### config.mk
export PLATFORM = sky130hd
export DESIGN_NAME = e203_exu_disp_fwd_flat
export DESIGN_NICKNAME = d
export VERILOG_FILES = /design/src/rtl/e203_exu_disp_fwd_pkg.sv /design/src/rtl/e203_exu_disp_fwd_if.sv /design/src/rtl/e203_exu_disp_fwd_hist.sv /design/src/rtl/e203_exu_disp_fwd.sv /design/src/flat_wrapper.sv
export SDC_FILE = /design/constraint.sdc
export NUM_CORES = 1
export LEC_CHECK = 0
export ABC_AREA = 1
export BUFFER_PORTS_ARGS = -buffer_cell sky130_fd_sc_hd__buf_2
export CELL_PAD_IN_SITES_DETAIL_PLACEMENT = 0
export CELL_PAD_IN_SITES_GLOBAL_PLACEMENT = 1
export CORE_ASPECT_RATIO = 0.75
export CORE_MARGIN = 5
export CORE_UTILIZATION = 40
export DETAILED_ROUTE_END_ITERATION = 10
export PLACE_DENSITY = 0.84
export SLEW_MARGIN = 5
export SYNTH_ARGS = -nofsm -noshare
export SYNTH_HDL_FRONTEND = slang
export SYNTH_SLANG_ARGS = --single-unit
### constraint.sdc
create_clock -name clk -period 2.5 [get_ports clk]
set_input_delay 0.125 -clock clk [delete_from_list [all_inputs] [get_ports clk]]
set_output_delay 0.125 -clock clk [all_outputs]
set_load 0.02 [all_outputs]
### src/rtl/e203_exu_disp_fwd_pkg.sv
// Shared defaults for the dispatch/forwarding slice.
// Widths and depths used when no override is given.
package e203_exu_disp_fwd_pkg;

    localparam int E203_FWD_XLEN      = 32;
    localparam int E203_FWD_RFIDX_W   = 5;
    localparam int E203_FWD_NWB       = 2;
    localparam int E203_FWD_DEPTH     = 2;
    localparam int E203_FWD_NRS       = 2;
    localparam int E203_FWD_PAYLOAD_W = 64;
    localparam int E203_FWD_CNT_W     = 16;

endpackage

### src/rtl/e203_exu_disp_fwd_if.sv
// Dispatch, write-back and staged-output signal bundle.
// master drives requests and write-backs, slave is the forwarding block.
interface e203_exu_disp_fwd_if
    import e203_exu_disp_fwd_pkg::*;
#(
    parameter int XLEN      = E203_FWD_XLEN,
    parameter int RFIDX_W   = E203_FWD_RFIDX_W,
    parameter int NWB       = E203_FWD_NWB,
    parameter int NRS       = E203_FWD_NRS,
    parameter int PAYLOAD_W = E203_FWD_PAYLOAD_W
);

    logic [NWB-1:0]         wb_valid;
    logic [NWB-1:0]         wb_rdwen;
    logic [NWB*RFIDX_W-1:0] wb_rdidx;
    logic [NWB*XLEN-1:0]    wb_wdat;

    logic                   i_valid;
    logic                   i_ready;
    logic [NRS-1:0]         i_rsen;
    logic [NRS*RFIDX_W-1:0] i_rsidx;
    logic [NRS*XLEN-1:0]    i_rsdat;
    logic [NRS-1:0]         i_oitf_match;
    logic                   i_waw_dep;
    logic [PAYLOAD_W-1:0]   i_payload;

    logic                   o_valid;
    logic                   o_ready;
    logic [NRS*XLEN-1:0]    o_rsdat;
    logic [NRS-1:0]         o_fwd_hit;
    logic [PAYLOAD_W-1:0]   o_payload;

    modport master (
        output wb_valid, wb_rdwen, wb_rdidx, wb_wdat,
        output i_valid, i_rsen, i_rsidx, i_rsdat,
        output i_oitf_match, i_waw_dep, i_payload,
        output o_ready,
        input  i_ready, o_valid, o_rsdat, o_fwd_hit, o_payload
    );

    modport slave (
        input  wb_valid, wb_rdwen, wb_rdidx, wb_wdat,
        input  i_valid, i_rsen, i_rsidx, i_rsdat,
        input  i_oitf_match, i_waw_dep, i_payload,
        input  o_ready,
        output i_ready, o_valid, o_rsdat, o_fwd_hit, o_payload
    );

endinterface

### src/rtl/e203_exu_disp_fwd_hist.sv
// Priority lookup of one source operand against live write-back
// and the shared write-back history (entry e = age*NWB + channel).
module e203_exu_disp_fwd_hist
    import e203_exu_disp_fwd_pkg::*;
#(
    parameter int XLEN    = E203_FWD_XLEN,
    parameter int RFIDX_W = E203_FWD_RFIDX_W,
    parameter int NWB     = E203_FWD_NWB,
    parameter int DEPTH   = E203_FWD_DEPTH
) (
    input  logic                         i_rsen,
    input  logic [RFIDX_W-1:0]           i_rsidx,
    input  logic [XLEN-1:0]              i_rsdat,
    input  logic [NWB-1:0]               i_wb_live,
    input  logic [NWB*RFIDX_W-1:0]       i_wb_rdidx,
    input  logic [NWB*XLEN-1:0]          i_wb_wdat,
    input  logic [NWB*DEPTH-1:0]         i_hv,
    input  logic [NWB*DEPTH*RFIDX_W-1:0] i_hidx,
    input  logic [NWB*DEPTH*XLEN-1:0]    i_hdat,
    output logic [XLEN-1:0]              o_dat,
    output logic                         o_live_hit,
    output logic                         o_hit
);

    localparam int NE = NWB * DEPTH;

    logic w_en;

    assign w_en = i_rsen & (i_rsidx != '0);

    // Scan lowest priority first so the highest-priority match is written last.
    always_comb begin
        o_dat      = '0;
        o_live_hit = 1'b0;
        o_hit      = 1'b0;
        if (w_en) begin
            o_dat = i_rsdat;
            for (int e = NE - 1; e >= 0; e--) begin
                if (i_hv[e] && (i_hidx[e*RFIDX_W +: RFIDX_W] == i_rsidx)) begin
                    o_dat = i_hdat[e*XLEN +: XLEN];
                    o_hit = 1'b1;
                end
            end
            for (int c = NWB - 1; c >= 0; c--) begin
                if (i_wb_live[c] && (i_wb_rdidx[c*RFIDX_W +: RFIDX_W] == i_rsidx)) begin
                    o_dat      = i_wb_wdat[c*XLEN +: XLEN];
                    o_hit      = 1'b1;
                    o_live_hit = 1'b1;
                end
            end
        end
    end

endmodule

### src/rtl/e203_exu_disp_fwd.sv
// Operand forwarding and dispatch staging between regfile read and issue.
// Holds the write-back history, hazard stall, output stage and statistics.
module e203_exu_disp_fwd
    import e203_exu_disp_fwd_pkg::*;
#(
    parameter int XLEN      = E203_FWD_XLEN,
    parameter int RFIDX_W   = E203_FWD_RFIDX_W,
    parameter int NWB       = E203_FWD_NWB,
    parameter int DEPTH     = E203_FWD_DEPTH,
    parameter int NRS       = E203_FWD_NRS,
    parameter int PAYLOAD_W = E203_FWD_PAYLOAD_W,
    parameter int CNT_W     = E203_FWD_CNT_W
) (
    input  logic                clk,
    input  logic                rst,
    input  logic                flush,
    e203_exu_disp_fwd_if.slave  io,
    output logic [CNT_W-1:0]    stat_fwd_cnt,
    output logic [CNT_W-1:0]    stat_stall_cnt
);

    localparam int NE = NWB * DEPTH;

    logic [NE-1:0]           r_hv;
    logic [NE*RFIDX_W-1:0]   r_hidx;
    logic [NE*XLEN-1:0]      r_hdat;

    logic                    r_valid;
    logic [NRS*XLEN-1:0]     r_rsdat;
    logic [NRS-1:0]          r_hit;
    logic [PAYLOAD_W-1:0]    r_payload;
    logic [CNT_W-1:0]        r_fwd_cnt;
    logic [CNT_W-1:0]        r_stall_cnt;

    logic [NWB-1:0]          w_wb_live;
    logic [NRS*XLEN-1:0]     w_rsdat;
    logic [NRS-1:0]          w_live_hit;
    logic [NRS-1:0]          w_hit;
    logic                    w_haz;
    logic                    w_accept;

    for (genvar c = 0; c < NWB; c++) begin : g_live
        assign w_wb_live[c] = io.wb_valid[c] & io.wb_rdwen[c]
                            & (io.wb_rdidx[c*RFIDX_W +: RFIDX_W] != '0);
    end

    for (genvar k = 0; k < NRS; k++) begin : g_rs
        e203_exu_disp_fwd_hist #(
            .XLEN    (XLEN),
            .RFIDX_W (RFIDX_W),
            .NWB     (NWB),
            .DEPTH   (DEPTH)
        ) u_hist (
            .i_rsen     (io.i_rsen[k]),
            .i_rsidx    (io.i_rsidx[k*RFIDX_W +: RFIDX_W]),
            .i_rsdat    (io.i_rsdat[k*XLEN +: XLEN]),
            .i_wb_live  (w_wb_live),
            .i_wb_rdidx (io.wb_rdidx),
            .i_wb_wdat  (io.wb_wdat),
            .i_hv       (r_hv),
            .i_hidx     (r_hidx),
            .i_hdat     (r_hdat),
            .o_dat      (w_rsdat[k*XLEN +: XLEN]),
            .o_live_hit (w_live_hit[k]),
            .o_hit      (w_hit[k])
        );
    end

    // A history hit cannot clear an OITF match: only live write-back can.
    assign w_haz = io.i_waw_dep | (|(io.i_rsen & io.i_oitf_match & ~w_live_hit));

    assign io.i_ready = ~rst & ~flush & ~w_haz & (~r_valid | io.o_ready);
    assign w_accept   = io.i_valid & io.i_ready;

    // History shift register: age0 takes live GPR writes, older ages shift down.
    always_ff @(posedge clk) begin
        if (rst || flush) begin
            r_hv   <= '0;
            r_hidx <= '0;
            r_hdat <= '0;
        end else begin
            for (int c = 0; c < NWB; c++) begin
                r_hv[c]                      <= w_wb_live[c];
                r_hidx[c*RFIDX_W +: RFIDX_W] <= io.wb_rdidx[c*RFIDX_W +: RFIDX_W];
                r_hdat[c*XLEN +: XLEN]       <= io.wb_wdat[c*XLEN +: XLEN];
            end
            for (int e = NWB; e < NE; e++) begin
                r_hv[e]                      <= r_hv[e-NWB];
                r_hidx[e*RFIDX_W +: RFIDX_W] <= r_hidx[(e-NWB)*RFIDX_W +: RFIDX_W];
                r_hdat[e*XLEN +: XLEN]       <= r_hdat[(e-NWB)*XLEN +: XLEN];
            end
        end
    end

    // One-entry output stage; captured data is frozen until the next accept.
    always_ff @(posedge clk) begin
        if (rst) begin
            r_valid   <= 1'b0;
            r_rsdat   <= '0;
            r_hit     <= '0;
            r_payload <= '0;
        end else if (flush) begin
            r_valid <= 1'b0;
        end else if (w_accept) begin
            r_valid   <= 1'b1;
            r_rsdat   <= w_rsdat;
            r_hit     <= w_hit;
            r_payload <= io.i_payload;
        end else if (io.o_ready) begin
            r_valid <= 1'b0;
        end
    end

    // Saturating statistics; flush leaves them untouched.
    always_ff @(posedge clk) begin
        if (rst) begin
            r_fwd_cnt   <= '0;
            r_stall_cnt <= '0;
        end else begin
            if (w_accept && (|w_hit) && (r_fwd_cnt != '1))
                r_fwd_cnt <= r_fwd_cnt + CNT_W'(1);
            if (io.i_valid && w_haz && (r_stall_cnt != '1))
                r_stall_cnt <= r_stall_cnt + CNT_W'(1);
        end
    end

    assign io.o_valid   = r_valid;
    assign io.o_rsdat   = r_rsdat;
    assign io.o_fwd_hit = r_hit;
    assign io.o_payload = r_payload;
    assign stat_fwd_cnt   = r_fwd_cnt;
    assign stat_stall_cnt = r_stall_cnt;

endmodule
### src/flat_wrapper.sv
// flat-port wrapper written by rule: the top's interface ports become plain ports
module e203_exu_disp_fwd_flat import e203_exu_disp_fwd_pkg::*;
#(
    parameter int XLEN      = E203_FWD_XLEN,
    parameter int RFIDX_W   = E203_FWD_RFIDX_W,
    parameter int NWB       = E203_FWD_NWB,
    parameter int DEPTH     = E203_FWD_DEPTH,
    parameter int NRS       = E203_FWD_NRS,
    parameter int PAYLOAD_W = E203_FWD_PAYLOAD_W,
    parameter int CNT_W     = E203_FWD_CNT_W
)
  (clk, rst, flush, stat_fwd_cnt, stat_stall_cnt, io_wb_valid, io_wb_rdwen, io_wb_rdidx, io_wb_wdat, io_i_valid, io_i_rsen, io_i_rsidx, io_i_rsdat, io_i_oitf_match, io_i_waw_dep, io_i_payload, io_o_ready, io_i_ready, io_o_valid, io_o_rsdat, io_o_fwd_hit, io_o_payload);
  e203_exu_disp_fwd_if #(.XLEN(XLEN), .RFIDX_W(RFIDX_W), .NWB(NWB), .NRS(NRS), .PAYLOAD_W(PAYLOAD_W)) io_i ();
  input  logic clk;
  input  logic rst;
  input  logic flush;
  output logic [CNT_W-1:0] stat_fwd_cnt;
  output logic [CNT_W-1:0] stat_stall_cnt;
  input wire logic [$bits(io_i.wb_valid)-1:0] io_wb_valid;
  input wire logic [$bits(io_i.wb_rdwen)-1:0] io_wb_rdwen;
  input wire logic [$bits(io_i.wb_rdidx)-1:0] io_wb_rdidx;
  input wire logic [$bits(io_i.wb_wdat)-1:0] io_wb_wdat;
  input wire logic [$bits(io_i.i_valid)-1:0] io_i_valid;
  input wire logic [$bits(io_i.i_rsen)-1:0] io_i_rsen;
  input wire logic [$bits(io_i.i_rsidx)-1:0] io_i_rsidx;
  input wire logic [$bits(io_i.i_rsdat)-1:0] io_i_rsdat;
  input wire logic [$bits(io_i.i_oitf_match)-1:0] io_i_oitf_match;
  input wire logic [$bits(io_i.i_waw_dep)-1:0] io_i_waw_dep;
  input wire logic [$bits(io_i.i_payload)-1:0] io_i_payload;
  input wire logic [$bits(io_i.o_ready)-1:0] io_o_ready;
  output wire logic [$bits(io_i.i_ready)-1:0] io_i_ready;
  output wire logic [$bits(io_i.o_valid)-1:0] io_o_valid;
  output wire logic [$bits(io_i.o_rsdat)-1:0] io_o_rsdat;
  output wire logic [$bits(io_i.o_fwd_hit)-1:0] io_o_fwd_hit;
  output wire logic [$bits(io_i.o_payload)-1:0] io_o_payload;
  assign io_i.wb_valid = io_wb_valid;
  assign io_i.wb_rdwen = io_wb_rdwen;
  assign io_i.wb_rdidx = io_wb_rdidx;
  assign io_i.wb_wdat = io_wb_wdat;
  assign io_i.i_valid = io_i_valid;
  assign io_i.i_rsen = io_i_rsen;
  assign io_i.i_rsidx = io_i_rsidx;
  assign io_i.i_rsdat = io_i_rsdat;
  assign io_i.i_oitf_match = io_i_oitf_match;
  assign io_i.i_waw_dep = io_i_waw_dep;
  assign io_i.i_payload = io_i_payload;
  assign io_i.o_ready = io_o_ready;
  assign io_i_ready = io_i.i_ready;
  assign io_o_valid = io_i.o_valid;
  assign io_o_rsdat = io_i.o_rsdat;
  assign io_o_fwd_hit = io_i.o_fwd_hit;
  assign io_o_payload = io_i.o_payload;
  e203_exu_disp_fwd #(.XLEN(XLEN), .RFIDX_W(RFIDX_W), .NWB(NWB), .DEPTH(DEPTH), .NRS(NRS), .PAYLOAD_W(PAYLOAD_W), .CNT_W(CNT_W)) u_core (.clk(clk), .rst(rst), .flush(flush), .io(io_i), .stat_fwd_cnt(stat_fwd_cnt), .stat_stall_cnt(stat_stall_cnt));
endmodule
==> summary.md <==
| Metric | Value |
|---|---|
| ANT nets after route | 0 |
| Lkg Pwr | about 10 nW |
| Register area | 6306 um^2 |
| Synth area leaders | dfxtp_1, nor2_1, nand2_1 |
| Fin crit share | 0.9045 |
| Number of CTS-inserted buffers | 34 |
| Count of different cell masters after synthesis | 43 |
| Slew Viols, Final | 0 |
| Post-synth top area cell | dfxtp_1 |
| Status | finished, final reports clean |
| DR iter-0 viols | 1520 |
| Synth warn | 0 |
| Multi-input gate area | 7901 um^2 |
| Avg Inst Size Synth | between 6 and 7 um^2 |
| CP startpoint kind | input port |
| Peak supply drop | 373.1 uV |
| Clk slew on worst S/H paths | 0.06 ns |
| Dpl cells | 3331 |
| Postcts setup bufs | 0 |
| Commonest non-fill, non-tap cell in the layout | nor2_1 |
| Cts hold-fix bufs | between 100 and 150 |
| Worst EP arrival | between 2 and 3 ns |
| RePlAce Congestion | 0.9268 |
| RSZ-0062 raised after global routing | no |
| Sum Neg Setup Slack | 0 ns |
| DRC Markers | 0 |
| CTS Sinks | 315 |
| Initial antenna violation count | 3 |
| DRT Wirelength | 64860 um |
| P_int | around 8.6 mW |
| DIE AREA | 44770 um^2 |
| Post-CTS sizing | 0 |
| Fin Hold WS | approximately 0.015 ns |
| Num ports | 390 |
| Layout cells sized above 1 | 0.1741 |
| Synthesized area | 16240 um^2 |
| Iteration count of the initial detailed-routing pass | 6 |
| Aggregate global-route resource usage | 0.2738 |
| Root buf cell | clkbuf_16 |
| WP data required | 2.92 ns |
| Row cnt | 63 |
| Nets | about 3200 |
| Post-synth top area share | 0.3883 |
| Vias in the first global route | 17486 |
| Final Hold Fails | 0 |
| Longest Clk Path Bufs | 3 |
| F_max | between 400 and 500 MHz |
| Filler instances | 3990 |
| Worst Path Class, Setup | input port to register |
| Sequential area share after synthesis | 0.3883 |
| Dpl hpwl | between 40000 and 50000 um |
| Max_cap viols | 0 |
| Wirelength per Cell | between 15 and 20 um |
| Core ar. | 39810 um^2 |
| Combinational share of power | 0.113 |
| Die height | 184.5 um |
| Worst skew pair latency | approximately 0.54 ns |
| Vias per inst | 5.142 |
| H-tree Lvls | 2 |
| Psw | roughly 3 mW |
| Min Tclk post-route | 2.261 ns |
| Switching share of total power | 0.2632 |
| I/O Buffers | 389 |
| Mapped Cells | roughly 2500 |
| Pwr Density | 551.6 nW/um^2 |
| Commonest non-fill, non-tap cells in the layout | nor2_1, nand2_1, buf_2 |
| Clock group share of total power | 0.442 |
| CP Capture Type | register |
| Rel. slew slack | 0.2846 |
| CTS tree | yes |
| Post-Syn Nets | 2763 |
| First-pass GRT wire length | about 100000 um |
| Worst clock skew | 0.02709 ns |
| Gr ovfl total | 0 |
| Final cell count without fillers | 3535 |
| Vias | between 15000 and 20000 |
| Ant. Diodes | 0 |
| Register bit total from synthesis | approximately 320 |
| Worst Tran Pin Value | 1.073 ns |
| Die X | 242.7 um |
| Reg power frac | 0.444 |
| Largest net degree at the start of global routing | 154 |
| CP max FO | 107 |
| Finished Core Util | 0.5317 |
| Worst hold path type | input port to register |
| Area grow syn2layout | 30.33% |
| Initial Utilization | 0.4080 |
| # setup viols final | 0 |
==> per-stage QoR <==
step	cell area [um^2]	total power [mW]	worst slack, ns
after floorplan	16240	5.923	0.5759
after global placement	18620	6.419	0.2605
after CTS	21170	11.76	0.2777
final	21170	11.68	0.2387
after global routing	21170	12.10	0.02818
after detailed placement	18620	6.424	0.2462
==> layout make-up <==
class,instances,share of cell area
clock buffers,48,0.04599
clock inverters,13,0.006621
inverters,335,0.05958
multi-input cells,1725,0.3733
flip-flops and latches,315,0.2979
well taps,520,0.03074
repair buffers,579,0.1858
==> worst paths after layout <==
check                     from                 endpoint  slack, ns  cells past startpoint
max             io_wb_rdidx[6]  u_core.io.o_payload[45]       0.24                     15
min                 io_i_valid    u_core.io.o_rsdat[21]       0.01                      4
max reg2reg  u_core.r_hidx[16]   u_core.stat_fwd_cnt[6]       0.25                     12
min reg2reg   u_core.r_hdat[1]        u_core.r_hdat[65]       0.44                      2
==> power by group through the flow <==
stage	clock network [mW]	registers, mW	logic, mW
2_1_floorplan	0	5.33	0.592
3_3_place_gp	0	5.29	1.12
3_5_place_dp	0	5.30	1.13
4_1_cts	5.26	5.18	1.31
5_1_grt	5.46	5.19	1.45
6_report	5.17	5.19	1.32
==> logic make-up after synthesis <==
logic type	share of synthesized area
buf+inv	0.1270
flops	0.3883
fa+ha+maj	0.001541
xor+xnor	0.02696
simple gates	0.3343
compound gates	0.1219
==> worst max-delay path: stages <==
cell,delay (ns)
dlygate4sd3_1,0.55
buf_2,0.15
inv_1,0.11
nand2_1,0.06
nand2_1,0.05
nand2_1,0.05
nor2_1,0.09
nand3_1,0.18
nand3_1,0.19
nand2_1,0.11
nor2_4,0.13
nand3_4,0.13
buf_12,0.24
o21ai_0,0.36
nor2_1,0.06
==> routing by layer <==
layer | track usage | wire [um]
met1 | 0.3536 | 27260
met2 | 0.4596 | 30540
met3 | 0.05857 | 4940
met4 | 0.09347 | 2068
met5 | 0 | 52
==> Yosys cell counts (all sizes together) <==
cell	instances
nor2	561
nand2	466
inv	334
dfxtp	315
a21oi	236
nand3	161
buf	86
o21ai	83
clkbuf	74
nand4	69
xor2	36
a31oi	32
a21boi	18
and2	17
xnor2	14
nor3	12
nor4	6
o22ai	4
ha	2
nand3b	2
a211oi	1
a22oi	1
and3	1
clkinv	1
nor2b	1
o211ai	1
or2	1
==> state kept, by name (all words and copies together) (netlist names) <==
register               count
u_core.stat_fwd_cnt       16
u_core.io.o_fwd_hit        2
u_core.r_hidx             20
u_core.io.o_rsdat         64
u_core.stat_stall_cnt     16
u_core.io.o_payload       64
u_core.r_hv                4
u_core.io.o_valid          1
u_core.r_hdat            128
Note: power is estimated with default switching activity, not from simulation.
